===== config.mk =====
export PLATFORM = sky130hd
export DESIGN_NAME = dmem_arbiter
export DESIGN_NICKNAME = d
export VERILOG_FILES = /design/src/rtl/dmem_arbiter.sv
export SDC_FILE = /design/constraint.sdc
export NUM_CORES = 1
export LEC_CHECK = 0
export CAP_MARGIN = 20
export CORE_AREA = 5 5 116 118
export DETAILED_ROUTE_END_ITERATION = 8
export DIE_AREA = 0 0 121 123
export DONT_BUFFER_PORTS = 1
export SYNTH_ARGS = -nofsm -noshare
export SYNTH_HDL_FRONTEND = slang
export SYNTH_SLANG_ARGS = --single-unit

===== constraint.sdc =====
create_clock -name clk2 -period 8.36 [get_ports clk2]
set_input_delay 1.672 -clock clk2 [delete_from_list [all_inputs] [get_ports clk2]]
set_output_delay 1.672 -clock clk2 [all_outputs]
set_load 0.01 [all_outputs]

===== src/rtl/dmem_arbiter.sv =====
// -----------------------------------------------------------------------------
// dmem_arbiter
//
// Two-requester arbiter/sequencer in front of a single-port data memory
// (2**AW words of DW bits). Port 0 is the core load/store stage, port 1 the
// loader/debug port. One access is performed per clock. The memory is written
// on the negedge that follows the grant cycle. Read data comes back registered
// on the cycle after the grant.
//
// Optional feature macro: DMEM_ARB_BOUND_CHECK_EN
//   defined   : an address with any bit set above AW-1 is still granted, but
//               the write is suppressed, a read returns 0 and err pulses with
//               the grant.
//   undefined : no check, err is tied 0 and addresses wrap modulo 2**AW.
//
// Handshake: a requester raises reqX and holds weX/addrX/wdataX/lockX stable
// until it sees gntX (a one-cycle pulse in the cycle the access is performed).
// In the cycle after gntX it either drops reqX or presents a new access.
// A read returns rvalidX for one cycle, one cycle after gntX. rdataX holds
// its value until the next rvalidX on that port.
//
// Ports
//   clk2              in   clock, posedge-driven
//   rst               in   asynchronous reset, active-high
//   req0/req1         in   access request
//   we0/we1           in   1 = write, 0 = read
//   lock0/lock1       in   ask for back-to-back grants (burst)
//   addr0/addr1       in   32-bit word address, [AW-1:0] drives the memory
//   wdata0/wdata1     in   write data
//   gnt0/gnt1         out  access performed this cycle
//   rvalid0/rvalid1   out  read data valid
//   rdata0/rdata1     out  registered read data
//   mem_en_w          out  memory write enable
//   mem_addr          out  memory word address, zero-extended from AW bits
//   mem_wdata         out  memory write data
//   mem_rdata         in   memory combinational read data
//   err               out  out-of-range access flag (bound check build only)
//   state_dbg         out  FSM state: 0 = IDLE, 1 = BUSY
// -----------------------------------------------------------------------------
module dmem_arbiter #(
    parameter int AW       = 10,
    parameter int DW       = 32,
    parameter int LOCK_MAX = 4
) (
    input  logic          clk2,
    input  logic          rst,
    input  logic          req0,
    input  logic          we0,
    input  logic          lock0,
    input  logic [31:0]   addr0,
    input  logic [DW-1:0] wdata0,
    input  logic          req1,
    input  logic          we1,
    input  logic          lock1,
    input  logic [31:0]   addr1,
    input  logic [DW-1:0] wdata1,
    output logic          gnt0,
    output logic          gnt1,
    output logic          rvalid0,
    output logic          rvalid1,
    output logic [DW-1:0] rdata0,
    output logic [DW-1:0] rdata1,
    output logic          mem_en_w,
    output logic [31:0]   mem_addr,
    output logic [DW-1:0] mem_wdata,
    input  logic [DW-1:0] mem_rdata,
    output logic          err,
    output logic          state_dbg
);

    typedef enum logic {
        ST_IDLE = 1'b0,
        ST_BUSY = 1'b1
    } state_t;

    // Highest lock_cnt value; a locked winner keeps the grant while below it.
    localparam logic [3:0] LOCK_LIMIT = 4'(LOCK_MAX - 1);

    state_t        state_q,     state_d;
    logic          last_q,      last_d;
    logic [3:0]    lock_cnt_q,  lock_cnt_d;
    logic          acc_port_q,  acc_port_d;
    logic          acc_we_q,    acc_we_d;
    logic [AW-1:0] acc_addr_q,  acc_addr_d;
    logic [DW-1:0] acc_wdata_q, acc_wdata_d;
    logic          rvalid0_q,   rvalid0_d;
    logic          rvalid1_q,   rvalid1_d;
    logic [DW-1:0] rdata0_q,    rdata0_d;
    logic [DW-1:0] rdata1_q,    rdata1_d;

    logic          busy;
    logic          grant_now;   // an access is launched for the next cycle
    logic          win;         // port that receives that access
    logic          same_req;
    logic          same_lock;
    logic          other_req;
    logic [DW-1:0] rd_capture;

    assign busy = (state_q == ST_BUSY);

    // -------------------------------------------------------------------------
    // Optional bound check
    // -------------------------------------------------------------------------
`ifdef DMEM_ARB_BOUND_CHECK_EN
    logic acc_oob_q, acc_oob_d;
    logic win_oob;

    assign win_oob = win ? (|addr1[31:AW]) : (|addr0[31:AW]);

    always_comb begin
        acc_oob_d = acc_oob_q;
        if (grant_now) begin
            acc_oob_d = win_oob;
        end
    end

    always_ff @(posedge clk2 or posedge rst) begin
        if (rst) begin
            acc_oob_q <= 1'b0;
        end else begin
            acc_oob_q <= acc_oob_d;
        end
    end

    // Out-of-range accesses still consume a grant but never touch memory.
    assign rd_capture = acc_oob_q ? '0 : mem_rdata;
    assign mem_en_w   = busy && acc_we_q && !acc_oob_q;
    assign err        = busy && acc_oob_q;
`else
    logic unused_addr_hi;

    // High address bits are ignored: the access wraps modulo 2**AW.
    assign unused_addr_hi = ^{addr0[31:AW], addr1[31:AW]};
    assign rd_capture     = mem_rdata;
    assign mem_en_w       = busy && acc_we_q;
    assign err            = 1'b0;
`endif

    // -------------------------------------------------------------------------
    // Next-state / arbitration
    // -------------------------------------------------------------------------
    always_comb begin
        state_d     = state_q;
        last_d      = last_q;
        lock_cnt_d  = lock_cnt_q;
        acc_port_d  = acc_port_q;
        acc_we_d    = acc_we_q;
        acc_addr_d  = acc_addr_q;
        acc_wdata_d = acc_wdata_q;
        rvalid0_d   = 1'b0;
        rvalid1_d   = 1'b0;
        rdata0_d    = rdata0_q;
        rdata1_d    = rdata1_q;
        grant_now   = 1'b0;
        win         = 1'b0;
        same_req    = acc_port_q ? req1  : req0;
        same_lock   = acc_port_q ? lock1 : lock0;
        other_req   = acc_port_q ? req0  : req1;

        case (state_q)
            ST_IDLE: begin
                if (req0 || req1) begin
                    grant_now  = 1'b1;
                    // On a tie the port that was not served last wins.
                    win        = (req0 && req1) ? ~last_q : req1;
                    lock_cnt_d = 4'd0;
                end
            end

            ST_BUSY: begin
                if (!acc_we_q) begin
                    if (acc_port_q) begin
                        rvalid1_d = 1'b1;
                        rdata1_d  = rd_capture;
                    end else begin
                        rvalid0_d = 1'b1;
                        rdata0_d  = rd_capture;
                    end
                end

                // The just-granted port's req refers to the access that was
                // just performed, so it only counts again as a locked burst.
                if (same_req && same_lock &&
                    ((lock_cnt_q < LOCK_LIMIT) || !other_req)) begin
                    grant_now = 1'b1;
                    win       = acc_port_q;
                    if (lock_cnt_q < LOCK_LIMIT) begin
                        lock_cnt_d = lock_cnt_q + 4'd1;
                    end
                end else if (other_req) begin
                    grant_now  = 1'b1;
                    win        = ~acc_port_q;
                    lock_cnt_d = 4'd0;
                end else begin
                    state_d    = ST_IDLE;
                    lock_cnt_d = 4'd0;
                end
            end

            default: begin
                state_d = ST_IDLE;
            end
        endcase

        if (grant_now) begin
            state_d     = ST_BUSY;
            last_d      = win;
            acc_port_d  = win;
            acc_we_d    = win ? we1 : we0;
            acc_addr_d  = win ? addr1[AW-1:0] : addr0[AW-1:0];
            acc_wdata_d = win ? wdata1 : wdata0;
        end
    end

    // -------------------------------------------------------------------------
    // State registers
    // -------------------------------------------------------------------------
    always_ff @(posedge clk2 or posedge rst) begin
        if (rst) begin
            state_q     <= ST_IDLE;
            last_q      <= 1'b1;
            lock_cnt_q  <= 4'd0;
            acc_port_q  <= 1'b0;
            acc_we_q    <= 1'b0;
            acc_addr_q  <= '0;
            acc_wdata_q <= '0;
            rvalid0_q   <= 1'b0;
            rvalid1_q   <= 1'b0;
            rdata0_q    <= '0;
            rdata1_q    <= '0;
        end else begin
            state_q     <= state_d;
            last_q      <= last_d;
            lock_cnt_q  <= lock_cnt_d;
            acc_port_q  <= acc_port_d;
            acc_we_q    <= acc_we_d;
            acc_addr_q  <= acc_addr_d;
            acc_wdata_q <= acc_wdata_d;
            rvalid0_q   <= rvalid0_d;
            rvalid1_q   <= rvalid1_d;
            rdata0_q    <= rdata0_d;
            rdata1_q    <= rdata1_d;
        end
    end

    // -------------------------------------------------------------------------
    // Outputs
    // -------------------------------------------------------------------------
    assign gnt0      = busy && !acc_port_q;
    assign gnt1      = busy &&  acc_port_q;
    assign rvalid0   = rvalid0_q;
    assign rvalid1   = rvalid1_q;
    assign rdata0    = rdata0_q;
    assign rdata1    = rdata1_q;
    assign mem_addr  = {{(32-AW){1'b0}}, acc_addr_q};
    assign mem_wdata = acc_wdata_q;
    assign state_dbg = busy;

endmodule

-- Yosys cells after proc, flatten, opt, wreduce, memory -nomap -nowiden
Index checks and enable logic that the tools add are counted.
- memory bits (read-only): 0
- bits in registers: 116
- bits in latches: 0
- bits of input ports: 168
- word-level logic and storage cells: 59
- memories kept: 0
- memory bits (writable): 0
- order comparisons: 1
- mux-type cells: 27
- shifts and indexed selects: 0
- bitwise operators: 4
- reduce and logical (&&, ||, !) cells: 13
- div/mod/pow operators: 0
- add/subtract/negate cells: 1
- equality and inequality tests: 2
- $mul: 0
- operators by type and width (kind ; number):
    32-bit two-way mux ; 1
    1-bit two-way mux ; 19
    4-bit two-way mux ; 3
    10-bit two-way mux ; 1
    4-bit case mux with 2 select lines ; 1
    1-bit logical AND ; 6
    3-bit AND reduction ; 2
    4-bit by 1-bit adder with 4-bit output, second input constant ; 1
    4-bit by 2-bit less-than comparator with 1-bit output, second input constant ; 1
    1-bit inverter ; 4
    1-bit case mux with 2 select lines ; 2
    3-bit != test, second input constant ; 1
    1-bit zero test ; 2
    1-bit logical OR ; 2
    2-bit != test, second input constant ; 1
    2-bit AND reduction ; 1

-- Logic depth before layout (Yosys ltp)
Gate-level depths: netlist of the first run.
- word-level depth: 7
- mapped depth: 8
- depth with buffers taken out: 5

-- Least setup slack after synthesis of the first run
No wires, ideal clock.
- path kind: input -> register
- start point: input req1
- end point: register acc_port_q
- required time: 8.242 ns
- arrival time: 2.930 ns
- setup time: 0.118 ns
- stages on the path: 7
- path buffers: 3
- slack: 5.312 ns
- cells stage by stage: mux2_4 a221o_1 buf_2 o21a_1 buf_6 buf_6 a21o_1
- word-level cells in the longest chain between the ends: 6
- elaborated cells on any way between the ends: 17
- ends and longest elaborated chain (item ; line ; source):
    start, declared ; 52 ; input logic req1,
    1-bit two-way mux ; 158 ; other_req = acc_port_q ? req0 : req1;
    1-bit zero test ; 184 ; ((lock_cnt_q < LOCK_LIMIT) || !other_req)) begin
    1-bit logical OR ; 184 ;
    1-bit logical AND ; 183 ; if (same_req && same_lock &&
    1-bit two-way mux ; 183 ;
    1-bit case mux with 2 select lines ; 160 ; case (state_q)
    end signal, assigned ; 235 ; acc_port_q <= acc_port_d;
    end, declared ; 82 ; logic acc_port_q, acc_port_d;
Parallel ways exist; a longest one is shown, timed or not.
A chain may end at the register's enable or synchronous reset.

-- Final worst setup path of the first run
- start point: input req0
- end point: register acc_addr_q[1]
- word-level cells in the longest chain between the ends: 7
- elaborated cells on any way between the ends: 18
- ends and longest elaborated chain (item ; line ; source):
    start, declared ; 47 ; input logic req0,
    1-bit two-way mux ; 158 ;
    1-bit zero test ; 184 ;
    1-bit logical OR ; 184 ;
    1-bit logical AND ; 183 ;
    1-bit two-way mux ; 183 ;
    1-bit case mux with 2 select lines ; 160 ;
    10-bit two-way mux ; 210 ; acc_addr_d = win ? addr1[AW-1:0] : addr0[AW-1:0];
    end signal, assigned ; 237 ; acc_addr_q <= acc_addr_d;
    end, declared ; 84 ; logic [AW-1:0] acc_addr_q, acc_addr_d;
Parallel ways exist; a longest one is shown, timed or not.

==> results of run 1 <==
==> placed cells by master, fill, tap and decap left out, drive strengths merged, types with 6 or more instances in the layout <==
cell type / n
o221ai: 43
clkinv: 6
nand3: 44
clkbuf: 17
mux2: 65
o211ai: 43
conb: 23
dfrtp: 115
buf: 7
inv: 56
==> worst min path at each step <==
stage,start,slack (ps),endpoint,depth (start not counted)
6_report,last_q,520,last_q,1
5_1_grt,last_q,550,last_q,1
4_1_cts,last_q,520,last_q,1
3_5_place_dp,lock_cnt_q[3],510,lock_cnt_q[3],1
3_3_place_gp,lock_cnt_q[3],500,lock_cnt_q[3],1
2_1_floorplan,lock_cnt_q[3],480,lock_cnt_q[3],1
==> kinds of logic after synthesis <==
kind of cell / after synthesis / share of synthesized area, %
compound gates: 100 / 18.6
fa+ha+maj: 1 / 0.223
buf+inv: 117 / 10.4
flops: 116 / 51.7
mux: 67 / 13.4
other cells: 1 / 0.0667
simple gates: 61 / 5.65
==> cells in the mapped netlist, types with 2 or more instances <==
cell type	number	area share [%]
nand2_1	4	0.27
nand4_1	2	0.22
buf_4	23	3.1
o211ai_1	43	5.7
buf_2	10	0.89
nand3_1	44	3.9
a211oi_1	2	0.27
o221ai_2	38	10
dfrtp_1	115	51
a21o_1	3	0.40
o22a_1	2	0.31
mux2_2	64	13
inv_1	52	3.5
buf_6	6	1.2
nor2_1	2	0.13
buf_1	3	0.20
and2_1	2	0.22
o221ai_1	5	0.78
clkbuf_1	22	1.5
mux2i_1	2	0.36
==> power by group through the flow <==
stage	clock network [mW]	logic (mW)	registers, mW
2_1_floorplan	0	0.579	1.07
3_3_place_gp	0	0.614	1.15
3_5_place_dp	0	0.642	1.16
4_1_cts	0.721	0.642	1.15
5_1_grt	0.745	0.705	1.18
6_report	0.705	0.629	1.14
==> worst reg2reg max path, delay by kind of cell, from the launching register on <==
kind	cells	cell delay, ps
flip-flops	1	520
buffers and inverters	1	600
AND/OR/NAND/NOR	1	250
AO/OA/AOI/OAI	3	1340
==> metal layers <==
metal / GRT usage (%) / wire length [um] / vias to the layer above
li1: - / - / 1619
met1: 20.9 / 5000 / 1822
met2: 32.6 / 7170 / 185
met3: 8.42 / 1580 / 19
met4: 7.86 / 242 / 0
met5: 0 / 0 / -
==> state kept, by name, summed over array words and instances, names as in the netlist <==
register	count
acc_addr_q	10
rvalid0	1
rdata1	32
mem_wdata	32
state_dbg	1
last_q	1
rdata0	32
acc_port_q	1
rvalid1	1
acc_we_q	1
lock_cnt_q	4
==> per-stage QoR <==
stage / power, mW / setup slack (ps) / util, %
finish: 2.48 / 4910 / 50.4
global placement: 1.77 / 4140 / 45.3
global route: 2.63 / 4720 / 50.4
CTS: 2.51 / 4910 / 50.4
detailed placement: 1.80 / 4440 / 45.7
floorplan: 1.65 / 3620 / -
==> cell type report <==
cell class                      instances  area share, %
Sequential cell                       116           46.6
Tap cell                              172           3.45
Inverter                               53           3.23
Clock buffer                           17           6.83
Clock inverter                         15           2.53
Timing Repair Buffer                    7           1.37
Multi-Input combinational cell        252           36.0
==> flow_summary.toml, run 1 <==
[run_status]
status = "completed"

[worst_setup_path]
worstSetupEndpointType = "flop"
cp-startpoint = "req0"
critPathLaunchType = "input port"
regToRegSetupSlack_ps = 5490
cp_num_buf_inv = 2
cp.depth = 5
crit_chain = "inv_1 -> o311a_2 -> o21a_2 -> buf_4 -> o221ai_1"
crit_family = "compound AO/OA/AOI/OAI gates"
worstSetupPathType = "input port to flop"
worstRegToRegCells = 5
r2r-start = "state_dbg"
cpPeakStageDelay_ps = 810
slowest_stage = "o311a_2"
worstReg2RegEnd = "acc_addr_q[1]"
crit_fanout = 45
crit_required_ps = 8610
critPathArrivalTime_ps = 3700
critical_path.endpoint = "acc_addr_q[1]"

[sta]
rsz0062_at_grt = "no"
drv_slew = 0
worst_pin_slew_ps = 973
slew-limit-headroom_pct = 34.9
period_share_pct = 41.3
hold_slack_ps = 518
final.setup_skew_ps = 4.30
finalSetupViolCount = 0
hold_violations = 0
finalSetupTns_ps = 0
min_period_ps = 3450
fmax_ghz = 0.290

[synthesis]
synth_cells = 463
ys_seq_elements = 116
yosysUniqueCellTypes = 39
synth_warnings = 0
synth_edf_count = 0
ys_dominant_reg_cell = "dfrtp_1"
yosysSeqAreaShare_pct = 51.7
async_flop_share_pct = 100
syn-cell-area_mm2 = 0.00562
postSynthAreaPerCell_um2 = 12.1

[finish]
n_antenna_cell = 0
drive_gt1_share_pct = 32.8
fillerInstances = 1089
final_cell_area_mm2 = 0.00623
synthToLayoutAreaGrowth_pct = 10.9
nets = 616
layoutNonFillerInstCount = 632
regArea_mm2 = 0.00290
multi_input_area_mm2 = 0.00224

[grt]
grt_overflow = 0
grt_max_degree = 71
grt_usage_pct = 19.1
grt_pass1_wl_um = 21900
antenna_found_initial = 0
grt_pass1_vias = 4118

[clock_tree]
ctsHoldBuffers = 0
cts_tree = "done"
ctsLongestPathBuffers = 2
clock_latency_ps = 410
cts_num_sinks = 116
post_cts_resize_count = 0
cts_setup_buffers = 0
htreeDepth = 4
clkTransAtPathRegs_ps = 60
cts_root_buffer = "clkbuf_16"
numCtsBuffers = 17

[placed_design]
place_congestion = 0.761
dpl.cell_count = 600
placed_area_mm2 = 0.00565
dp_hpwl_um = 9700
io_buffers = 0

[die]
die_y_um = 123
fp-row-count = 41
io_pins = 303
start_util_pct = 45.5
dieWidth_um = 121
dieArea_mm2 = 0.0149
coreArea_mm2 = 0.0124

[pwr]
p_leak_nw = 2.67
p_sw_mw = 0.907
pwr-share-seq_pct = 46.1
ir_drop_mv = 0.124
switching_share_pct = 36.6
intPower_mw = 1.57
p_per_area_mw_per_mm2 = 398
p_comb_share_pct = 25.4
pwr-share-clk_pct = 28.5

[route]
firstDrtPassIters = 6
detail-route-antenna-nets = 0
dr.first_iter.drc_count = 122
routed-via-count = 3645
routedWlPerCell_um = 22.1
drc = 0
vias_per_cell = 5.77
drt_wl_total_um = 14000

[flow_run]
drv_cap = 0

[min_path]
hold_path.class = "flop to flop"
Note: power is estimated with default switching activity, not from simulation.
==> run 2, diff against run 1 <==
==> constraint.sdc (replaced) <==
create_clock -name clk2 -period 3.3 [get_ports clk2]
set_input_delay 0.66 -clock clk2 [delete_from_list [all_inputs] [get_ports clk2]]
set_output_delay 0.66 -clock clk2 [all_outputs]
set_load 0.01 [all_outputs]
==> run 2 against run 1 <==
Worst setup slack got worse by 4100 ps. Critical path type is now flop to flop. Design area grew 0.38%. Die area stayed put. Critical endpoint unchanged.
==> flow_summary.toml, run 2 (synthesis results as in run 1) <==
[clock_tree]
clkTransAtPathRegs_ps = 50
htreeDepth = 4
cts_tree = "done"
cts_num_sinks = 116
clock_latency_ps = 400
post_cts_resize_count = 0
ctsHoldBuffers = 0
numCtsBuffers = 17
ctsLongestPathBuffers = 2
cts_root_buffer = "clkbuf_16"
cts_setup_buffers = 0

[worst_setup_path]
critPathLaunchType = "flop"
critPathArrivalTime_ps = 2740
slowest_stage = "dfrtp_1"
worstSetupPathType = "flop to flop"
worstSetupEndpointType = "flop"
cp_num_buf_inv = 3
crit_fanout = 29
crit_chain = "nor3b_1 -> o21ai_4 -> buf_16 -> nand2_1 -> inv_2 -> buf_12 -> o221ai_1"
crit_required_ps = 3540
cpPeakStageDelay_ps = 520
regToRegSetupSlack_ps = 800
crit_family = "buffers and inverters"

[die]
fp-row-count = 41
dieWidth_um = 121
start_util_pct = 45.5
coreArea_mm2 = 0.0124
io_pins = 303
die_y_um = 123
dieArea_mm2 = 0.0149

[finish]
nets = 622
final_cell_area_mm2 = 0.00626
regArea_mm2 = 0.00290
final_common_cell = "dfrtp_1"
fillerInstances = 1100
synthToLayoutAreaGrowth_pct = 11.3
n_antenna_cell = 0
final_cell_mix = "115 x dfrtp_1, 64 x mux2_2, 51 x inv_1, 44 x nand3_1, 43 x o211ai_1"
multi_input_area_mm2 = 0.00224
drive_gt1_share_pct = 32.8

[route]
dr.first_iter.drc_count = 174
drt_wl_total_um = 14400
vias_per_cell = 5.81
routed-via-count = 3708
detail-route-antenna-nets = 0
drc = 0
firstDrtPassIters = 4
routedWlPerCell_um = 22.6

[grt]
grt_pass1_vias = 4284
top_usage_layer = "met2"
met3_usage_pct = 8.60
grt_overflow = 0
grtUsageMet2_pct = 33.2
met1_usage_pct = 22.0
grt_usage_pct = 19.8
grt_max_degree = 48
grt_pass1_wl_um = 22700
antenna_found_initial = 0

[sta]
hold_violations = 0
fmax_ghz = 0.399
finalSetupViolCount = 0
final.setup_skew_ps = 6.37
finalSetupTns_ps = 0
rsz0062_at_grt = "no"
min_period_ps = 2500
worst_pin_slew_ps = 763
period_share_pct = 75.9
slew-limit-headroom_pct = 49.2
drv_slew = 0

[placed_design]
io_buffers = 0
place_congestion = 0.770
dp_hpwl_um = 10200
placed_area_mm2 = 0.00571

[pwr]
p_per_area_mw_per_mm2 = 992
p_leak_nw = 2.69
ir_drop_mv = 0.420

[min_path]
hold_path.class = "input port to async pin"

[run_status]
status = "completed"

[flow_run]
drv_cap = 0
run 2: changes by cell type in the layout (fill, tap and decap cells not counted), sizes merged:
| cell | previous run | this run |
|---|---|---|
| buf | 7 | 13 |
| clkbuf | 17 | 23 |
| clkinv | 6 | 7 |
| clkinvlp | 4 | 2 |
| inv | 56 | 52 |
| bufinv | 2 | 1 |
run 2: metrics by stage:
stage	worst slack [ps]	std cells	power (mW)	utilization [%]	hold WS, ps
after detailed placement	649	606	4.61	46.2	517
after floorplan	1230	485	4.18	-	477
after global placement	303	605	4.51	45.9	501
after global routing	579	638	6.60	50.6	248
final	795	638	6.21	50.6	210
after CTS	743	638	6.30	50.6	227
run 2: power by group:
part           internal [mW]  switching [mW]  leakage (nW)  total, mW
sequential              2.09           0.805          1.38       2.89
clock                   1.07           0.611         0.271       1.68
combinational          0.796           0.840          1.04       1.64
run 2: area by class of cell:
class / instances / area share [%]
Clock inverter: 9 / 1.28
Tap cell: 172 / 3.44
Timing Repair Buffer: 13 / 2.28
Clock buffer: 23 / 7.48
Inverter: 53 / 3.24
Multi-Input combinational cell: 252 / 35.9
Sequential cell: 116 / 46.4
run 2: per-layer routing:
metal | vias up | share of wire (%)
li1 | 1629 | -
met1 | 1863 | 36
met2 | 190 | 51
met4 | 0 | 2.6
met3 | 26 | 11
met5 | - | 0
run 2: final timing paths:
path,start,end,depth (start not counted)
setup / recovery,acc_port_q,acc_addr_q[1],7
hold / removal,rst,mem_wdata[4],1
setup reg to reg,acc_port_q,acc_addr_q[1],7
hold reg to reg,last_q,last_q,1
max in group asynchronous,rst,rdata1[19],2
min in group clk2,mem_rdata[2],rdata0[2],1
==> run 3, diff against run 2 <==
==> constraint.sdc (replaced) <==
create_clock -name clk2 -period 2.6 [get_ports clk2]
set_input_delay 0.52 -clock clk2 [delete_from_list [all_inputs] [get_ports clk2]]
set_output_delay 0.52 -clock clk2 [all_outputs]
set_load 0.01 [all_outputs]
==> run 3 against run 2 <==
Via count up 0.89%. Highest routed layer unchanged. Final cell count unchanged. Global-route usage is 0.11 points lower. Die area unchanged. Clock power up 40%. Clock-buffer cell count is 3 lower. Sequential power increased by 27%. Combinational power rose by 29%. Sequential cell count did not move. Sequential share of layout area decreased by 0.51 points.
==> flow_summary.toml, run 3 (synthesis results as in run 1) <==
[finish]
synthToLayoutAreaGrowth_pct = 12.6
drive_gt1_share_pct = 33.3
final_common_cell = "dfrtp_1"
final_cell_mix = "115 x dfrtp_1, 64 x mux2_2, 51 x inv_1, 44 x nand3_1, 43 x o211ai_1"
n_antenna_cell = 0
layoutNonFillerInstCount = 638
nets = 622

[worst_setup_path]
worstRegToRegCells = 6
regToRegSetupSlack_ps = 320
worstSetupEndpointType = "flop"
r2r-start = "lock_cnt_q[0]"
critPathLaunchType = "flop"
worstSetupPathType = "flop to flop"
crit_fanout = 30
critPathArrivalTime_ps = 2550
crit_required_ps = 2870
worstReg2RegEnd = "acc_addr_q[0]"

[route]
routed-wl-met2_um = 6870
firstDrtPassIters = 5
routedWlPerCell_um = 22.3
dr.first_iter.drc_count = 297
drc = 0
met3_length_um = 1610
routed-via-count = 3741
detail-route-antenna-nets = 0
drt_wl_total_um = 14200
vias_per_cell = 5.86
topRoutingLayerUsed = "met4"
met1_length_um = 5320

[run_status]
status = "completed"

[grt]
grt_overflow = 0
grt_pass1_vias = 4129
grt_usage_pct = 19.7
antenna_found_initial = 0
grt_max_degree = 48
grt_pass1_wl_um = 22600

[die]
dieArea_mm2 = 0.0149
die_y_um = 123
dieWidth_um = 121
start_util_pct = 45.5
fp-row-count = 41
coreArea_mm2 = 0.0124
io_pins = 303

[clock_tree]
post_cts_resize_count = 0
numCtsBuffers = 17
cts_root_buffer = "clkbuf_16"
clock_latency_ps = 410
htreeDepth = 4
ctsHoldBuffers = 0
cts_setup_buffers = 0
clkTransAtPathRegs_ps = 60
cts_tree = "done"
cts_num_sinks = 116
ctsLongestPathBuffers = 2

[placed_design]
place_congestion = 0.753
dpl.cell_count = 606
io_buffers = 0
dp_hpwl_um = 10000
pre_cts_ws_ps = 305

[sta]
hold_violations = 0
finalSetupViolCount = 0
hold_slack_ps = 117
worst_slack_ps = 321
fmax_ghz = 0.439
period_share_pct = 87.7
finalSetupTns_ps = 0
min_period_ps = 2280
rsz0062_at_grt = "no"
drv_slew = 0
worst_pin_slew_ps = 779
final.setup_skew_ps = 6.78
slew-limit-headroom_pct = 48.0

[min_path]
hold_path.class = "input port to async pin"

[pwr]
ir_drop_mv = 0.444
power_mw = 8.15
p_per_area_mw_per_mm2 = 1290
p_leak_nw = 2.71

[flow_run]
drv_cap = 0
-- run 3: changes by cell type in the layout (fill, tap and decap cells not counted), sizes merged --
cell / previous run / this run
inv: 52 / 54
bufinv: 1 / 3
clkbuf: 23 / 20
clkinvlp: 2 / 4
clkinv: 7 / 4
-- run 3: worst max-delay path by stage --
stage | start | endpoint | slack, ps | depth (start not counted)
6_report | lock_cnt_q[0] | acc_addr_q[0] | 320 | 6
5_1_grt | lock_cnt_q[0] | acc_addr_q[0] | 230 | 6
4_1_cts | lock_cnt_q[0] | acc_addr_q[0] | 310 | 6
3_5_place_dp | lock_cnt_q[0] | acc_addr_q[0] | 310 | 6
3_3_place_gp | lock_cnt_q[0] | acc_addr_q[1] | 360 | 6
2_1_floorplan | lock_cnt_q[0] | acc_port_q | 600 | 8
-- run 3: report_power, final --
part           total (mW)  internal, mW  switching (mW)
clock network        2.36          1.53           0.825
registers            3.68          2.65            1.03
logic                2.11          1.04            1.07
total                8.15          5.22            2.93
-- run 3: cell type report --
type	count	area, um^2
clock buffer	20	447
multi-input combinational	252	2240
timing repair buffer	13	160
clock inverter	12	154
tap	172	215
sequential	116	2900
fill	1097	6040
inverter	53	203
-- run 3: stage by stage --
step | cell area, um^2 | util (%)
floorplan | 5710 | -
global placement | 5730 | 46.3
detailed placement | 5730 | 46.3
CTS | 6330 | 51.2
global route | 6330 | 51.2
finish | 6330 | 51.2
-- run 3: layer usage --
layer,vias up,GRT usage [%]
met5,-,0
met4,0,9.42
met3,28,8.65
met2,192,31.7
met1,1888,22.5
li1,1633,-
-- run 3: worst max-delay path: stages (launching register included) --
cell	delay, ps
dfrtp_1	390
ha_1	230
or3_1	360
a22oi_2	160
o21a_2	510
buf_12	300
o221ai_1	160
